## src/rtl/fb_write_scheduler.sv

```systemverilog
`default_nettype none
// ============================================================================
//  Module      : fb_write_scheduler
//  Description : Queues SPI command words and turns them into single-pixel
//                writes or a full-screen clear on a 1-bpp framebuffer RAM
//                port that is shared with the VGA scan-out reader. The VGA
//                reader always owns the port when it asks for it; writes
//                proceed only in the cycles it leaves free.
//  Revision    : 1.0 - initial release
// ============================================================================
module fb_write_scheduler #(
    parameter int COLS       = 640,
    parameter int ROWS       = 480,
    parameter int AW         = 19,
    parameter int FIFO_DEPTH = 4
) (
    input  logic          clk,
    input  logic          reset,
    input  logic          cmd_valid,
    input  logic [31:0]   cmd_data,
    input  logic          vga_rd,
    input  logic [AW-1:0] vga_addr,
    output logic [AW-1:0] ram_addr,
    output logic          ram_we,
    output logic          ram_wdata,
    output logic          vga_rvalid,
    output logic          busy,
    output logic          clear_done,
    output logic          overflow
);

    localparam int          c_pw     = $clog2(FIFO_DEPTH);
    localparam logic [31:0] c_cols32 = 32'(COLS);
    localparam logic [31:0] c_rows32 = 32'(ROWS);
    localparam logic [31:0] c_last   = 32'(COLS * ROWS - 1);

    localparam logic [1:0] c_idle  = 2'd0;
    localparam logic [1:0] c_write = 2'd1;
    localparam logic [1:0] c_clear = 2'd2;

    // FIFO entry keeps only the meaningful fields: {clear, erase, x, y}
    logic [21:0]     r_fifo [FIFO_DEPTH];
    logic [c_pw:0]   r_wptr;
    logic [c_pw:0]   r_rptr;
    logic [1:0]      r_state;
    logic [AW-1:0]   r_wr_addr;
    logic            r_wr_bit;
    logic [AW-1:0]   r_clr_addr;
    logic            r_overflow;
    logic            r_vga_rvalid;

    logic            w_empty;
    logic            w_full;
    logic            w_pop;
    logic            w_push;
    logic [21:0]     w_head;
    logic            w_h_clear;
    logic            w_h_erase;
    logic [9:0]      w_h_x;
    logic [9:0]      w_h_y;
    logic            w_in_range;
    logic [31:0]     w_lin;
    logic            w_clr_last;
    logic            w_unused_bits;

    assign w_empty = (r_wptr == r_rptr);
    assign w_full  = (r_wptr[c_pw] != r_rptr[c_pw]) &&
                     (r_wptr[c_pw-1:0] == r_rptr[c_pw-1:0]);
    // The head is consumed only while idle; a push into a full FIFO is still
    // accepted when a pop frees a slot in the same cycle.
    assign w_pop   = (r_state == c_idle) && !w_empty;
    assign w_push  = cmd_valid && (!w_full || w_pop);

    assign w_head     = r_fifo[r_rptr[c_pw-1:0]];
    assign w_h_clear  = w_head[21];
    assign w_h_erase  = w_head[20];
    assign w_h_x      = w_head[19:10];
    assign w_h_y      = w_head[9:0];
    assign w_in_range = ({22'd0, w_h_x} < c_cols32) && ({22'd0, w_h_y} < c_rows32);
    assign w_lin      = ({22'd0, w_h_y} * c_cols32) + {22'd0, w_h_x};
    assign w_clr_last = (r_clr_addr == c_last[AW-1:0]);

    // Reserved command bits and the address bits above AW carry no meaning
    assign w_unused_bits = ^{cmd_data[29:26], cmd_data[15:10], w_lin[31:AW]};

    // FIFO storage: written on every accepted push
    always_ff @(posedge clk) begin
        if (w_push) begin
            r_fifo[r_wptr[c_pw-1:0]] <= {cmd_data[31:30], cmd_data[25:16], cmd_data[9:0]};
        end
    end

    // FIFO pointers and sticky overflow flag
    always_ff @(posedge clk or posedge reset) begin
        if (reset) begin
            r_wptr     <= '0;
            r_rptr     <= '0;
            r_overflow <= 1'b0;
        end else begin
            if (w_push) begin
                r_wptr <= r_wptr + 1'b1;
            end
            if (w_pop) begin
                r_rptr <= r_rptr + 1'b1;
            end
            if (cmd_valid && !w_push) begin
                r_overflow <= 1'b1;
            end
        end
    end

    // Command sequencer: dispatch head word, then perform the write or clear
    always_ff @(posedge clk or posedge reset) begin
        if (reset) begin
            r_state    <= c_idle;
            r_wr_addr  <= '0;
            r_wr_bit   <= 1'b0;
            r_clr_addr <= '0;
        end else begin
            case (r_state)
                c_idle: begin
                    if (w_pop) begin
                        if (w_h_clear) begin
                            r_state    <= c_clear;
                            r_clr_addr <= '0;
                        end else if (w_in_range) begin
                            r_state   <= c_write;
                            r_wr_addr <= w_lin[AW-1:0];
                            r_wr_bit  <= ~w_h_erase;
                        end
                    end
                end
                c_write: begin
                    if (!vga_rd) begin
                        r_state <= c_idle;
                    end
                end
                c_clear: begin
                    if (!vga_rd) begin
                        if (w_clr_last) begin
                            r_state <= c_idle;
                        end else begin
                            r_clr_addr <= r_clr_addr + 1'b1;
                        end
                    end
                end
                default: begin
                    r_state <= c_idle;
                end
            endcase
        end
    end

    // Read-valid tracks the synchronous RAM's one-cycle read latency
    always_ff @(posedge clk or posedge reset) begin
        if (reset) begin
            r_vga_rvalid <= 1'b0;
        end else begin
            r_vga_rvalid <= vga_rd;
        end
    end

    // RAM port mux: the VGA reader has absolute priority over pending writes
    always_comb begin
        ram_addr  = '0;
        ram_we    = 1'b0;
        ram_wdata = 1'b0;
        if (vga_rd) begin
            ram_addr = vga_addr;
        end else begin
            case (r_state)
                c_write: begin
                    ram_addr  = r_wr_addr;
                    ram_we    = 1'b1;
                    ram_wdata = r_wr_bit;
                end
                c_clear: begin
                    ram_addr  = r_clr_addr;
                    ram_we    = 1'b1;
                    ram_wdata = 1'b0;
                end
                default: begin
                    ram_addr = '0;
                end
            endcase
        end
    end

    assign clear_done = (r_state == c_clear) && !vga_rd && w_clr_last;
    assign busy       = (r_state != c_idle) || !w_empty;
    assign overflow   = r_overflow;
    assign vga_rvalid = r_vga_rvalid;

endmodule
`default_nettype wire

```

## config.mk

```make
export PLATFORM = sky130hd
export DESIGN_NAME = fb_write_scheduler
export DESIGN_NICKNAME = d
export VERILOG_FILES = /design/src/rtl/fb_write_scheduler.sv
export SDC_FILE = /design/constraint.sdc
export NUM_CORES = 1
export LEC_CHECK = 0
export ABC_AREA = 1
export CAP_MARGIN = 10
export CORE_MARGIN = 2
export CORE_UTILIZATION = 45
export DETAILED_ROUTE_END_ITERATION = 7
export PLACE_DENSITY = 0.67
export SYNTH_ARGS = -nofsm -noshare
export SYNTH_HDL_FRONTEND = slang
export SYNTH_SLANG_ARGS = --single-unit
```

## constraint.sdc

```tcl
create_clock -name clk -period 9.9 [get_ports clk]
set_input_delay 1.98 -clock clk [delete_from_list [all_inputs] [get_ports clk]]
set_output_delay 1.98 -clock clk [all_outputs]
set_load 0.02 [all_outputs]
```

==> results.cfg <==
[cts]
clk_latency_ns = 0.42
h-tree-depth = 4
post_cts_buffers = 0
cts.sinks = 137
clk_pin_slew_ns = 0.05
cts_tree = built
cts_hold_buf = 0
cts_buffers = 17
cts_max_path_buffers = 2
root_buffer = clkbuf_16
cts_resized = 0

[critical_path]
cp-end-kind = output port
crit_type = input pin to output port
crit_required_ns = 7.92
path_max_fanout = 24
worst_ep_arrival_time_ns = 4.46
ff2ff_setup_slack_ns = 6.00
cp-start-kind = input pin

[floorplan]
die-area_um2 = 16900
die_w_um = 130
initial_core_util_pct = 45.5
num_rows = 46
core-area_um2 = 15700
io_pins = 80
die_h_um = 130

[synthesis]
ys_warn_count = 0
synthDominantCellAreaShare_pct = 37.0
synthesis.area_um2 = 7150
yosysSeqAreaShare_pct = 54.1
synth_area_per_cell_um2 = 9.22
ys_seq_elements = 137
synth_top_cell_by_area = edfxtp_1
ys_types = 40
synth_area_leaders = edfxtp_1 37%, dfrtp_1 17%, nand2_1 10%
synth_cells = 775
syn-num-nets = 860

[finish]
layout-drive-gt1-share_pct = 6.21
utilization_pct = 54.5
antennaDiodeCount = 0
nFillCells = 1416
layout_common_cells = 198 x nand2_1, 88 x edfxtp_1, 83 x inv_1, 70 x nor2_1, 69 x clkdlybuf4s50_1
layout.cells.most_common = nand2_1
final_area_um2 = 8570
fin_nets = 926
area_growth_pct = 19.9

[detailed_routing]
ant_nets = 0
wl_per_cell_um = 14.3
drtIter0Drc = 340
avgViaCountPerCell = 4.96
drc = 0
vias = 5310
routed_wl_mm = 15.3
dr.pass1.iters = 5

[sta]
setup_viol = 0
fmax_mhz = 155
post-route-period-util_pct = 65.1
slew_headroom_pct = 41.6
clock_skew_ns = 0.00870
rsz0062_at_grt = false
finalHoldViolCount = 0
finalMaxSlewViolations = 0
worstMarginPinSlew_ns = 0.873
fin_ws_ns = 3.46
finalCriticalPeriod_ns = 6.44
tns_ns = 0

[power]
total_leakage_power_nw = 3.56
peakVddDrop_uv = 163
powerDensity_nw_per_um2 = 347
fin_total_pwr_mw = 2.98

[global_route]
grt_pass1_vias = 4959
antenna_found_initial = 0
grt_usage_pct = 19.0
grt_max_degree = 50
grt_pass1_wl_mm = 24.7
overflow = 0

[placed_design]
place.gp.congestion = 0.842
dp_hpwl_mm = 10.1
port_buffers = 69
placed_area_um2 = 8000
dp_slack_ns = 3.47

[run]
drv_cap = 0

[worst_hold_path]
hold_path.class = flop to flop

[run_status]
outcome = complete, no violations
[power breakdown]
group / switching, mW / internal (mW) / leakage [nW]
logic: 1.02 / 0.537 / 1.85
registers: 0.0427 / 0.755 / 1.44
clock network: 0.247 / 0.371 / 0.277
total: 1.31 / 1.66 / 3.56
[cell families (layout without fill, tap and decap cells)]
logic type      Yosys count  after routing  synth area share, %
xor+xnor                 25             25                 3.06
fa+ha+maj                30             30                 5.46
buf+inv                 117            196                 7.11
flops                   137            137                 54.1
simple gates            341            341                 19.6
compound gates          125            125                 10.6
[layer usage]
layer  global-route usage [%]  part of all wire [%]  vias up
met5                        0                     0        -
met3                     5.00                   3.9       12
li1                         -                     -     2732
met1                     25.8                    48     2467
met2                     30.5                    47       99
met4                     5.25                   1.1        0
[critical path: stages]
cell             delay, ns
clkdlybuf4s50_1       0.87
inv_1                 0.22
nand2_1               0.07
inv_1                 0.48
a22o_1                0.22
clkdlybuf4s50_1       0.60
[cells in the mapped netlist]
| library cell | count |
|---|---|
| a31oi_1 | 1 |
| nor2_1 | 74 |
| ha_1 | 28 |
| o22ai_1 | 23 |
| a21oi_1 | 11 |
| o21ai_1 | 8 |
| o21ai_2 | 1 |
| and3_1 | 1 |
| buf_4 | 4 |
| o21bai_1 | 1 |
| nand3_2 | 1 |
| nor2_2 | 1 |
| nand3b_1 | 2 |
| o211ai_2 | 1 |
| nor3_1 | 10 |
| o211ai_1 | 1 |
| o21ai_0 | 55 |
| nor2b_4 | 1 |
| fa_1 | 2 |
| buf_1 | 1 |
| inv_4 | 1 |
| a32oi_1 | 1 |
| o22ai_2 | 1 |
| dfrtp_1 | 49 |
| xnor2_1 | 4 |
| inv_1 | 84 |
| nand2_2 | 3 |
| clkinv_1 | 1 |
| nand4_1 | 8 |
| edfxtp_1 | 88 |
| buf_6 | 6 |
| inv_2 | 2 |
| xor2_1 | 21 |
| clkbuf_1 | 13 |
| o21a_1 | 1 |
| a22oi_1 | 1 |
| nand3_1 | 42 |
| buf_2 | 5 |
| nand2_1 | 198 |
| a22o_1 | 19 |
[metrics by stage]
stage	hold WS, ns	cells
detailed placement	0.478	1038
floorplan	0.449	775
CTS	0.492	1070
global route	0.515	1070
global placement	0.469	1038
finish	0.490	1070
[layout make-up]
type                    count  area [um2]  area share [%]
flip-flops and latches    137        3870            45.1
well taps                 216         270            3.15
clock buffers              18         429            5.01
inverters                  88         333            3.88
clock inverters            14         145            1.69
multi-input cells         521        2780            32.4
repair buffers             76         743            8.67
[flip-flops by register name, indices dropped and copies added, names as in the netlist]
| name | cells |
|---|---|
| r_wr_addr | 19 |
| r_wr_bit | 1 |
| overflow | 1 |
| r_clr_addr | 19 |
| r_state | 2 |
| r_rptr | 3 |
| vga_rvalid | 1 |
| r_fifo | 88 |
| r_wptr | 3 |
[path summary, 6_finish.rpt]
check	startpoint	end	cells after the start
max in group asynchronous	reset	r_clr_addr[12]	3
hold / removal	r_wr_addr[18]	r_wr_addr[18]	2
hold reg to reg	r_wr_addr[18]	r_wr_addr[18]	2
setup / recovery	vga_rd	ram_addr[6]	6
setup reg to reg	r_rptr[0]	r_wr_addr[18]	16
min in group asynchronous	reset	r_wr_addr[15]	3
No activity file was read; power rests on OpenSTA's default activity.
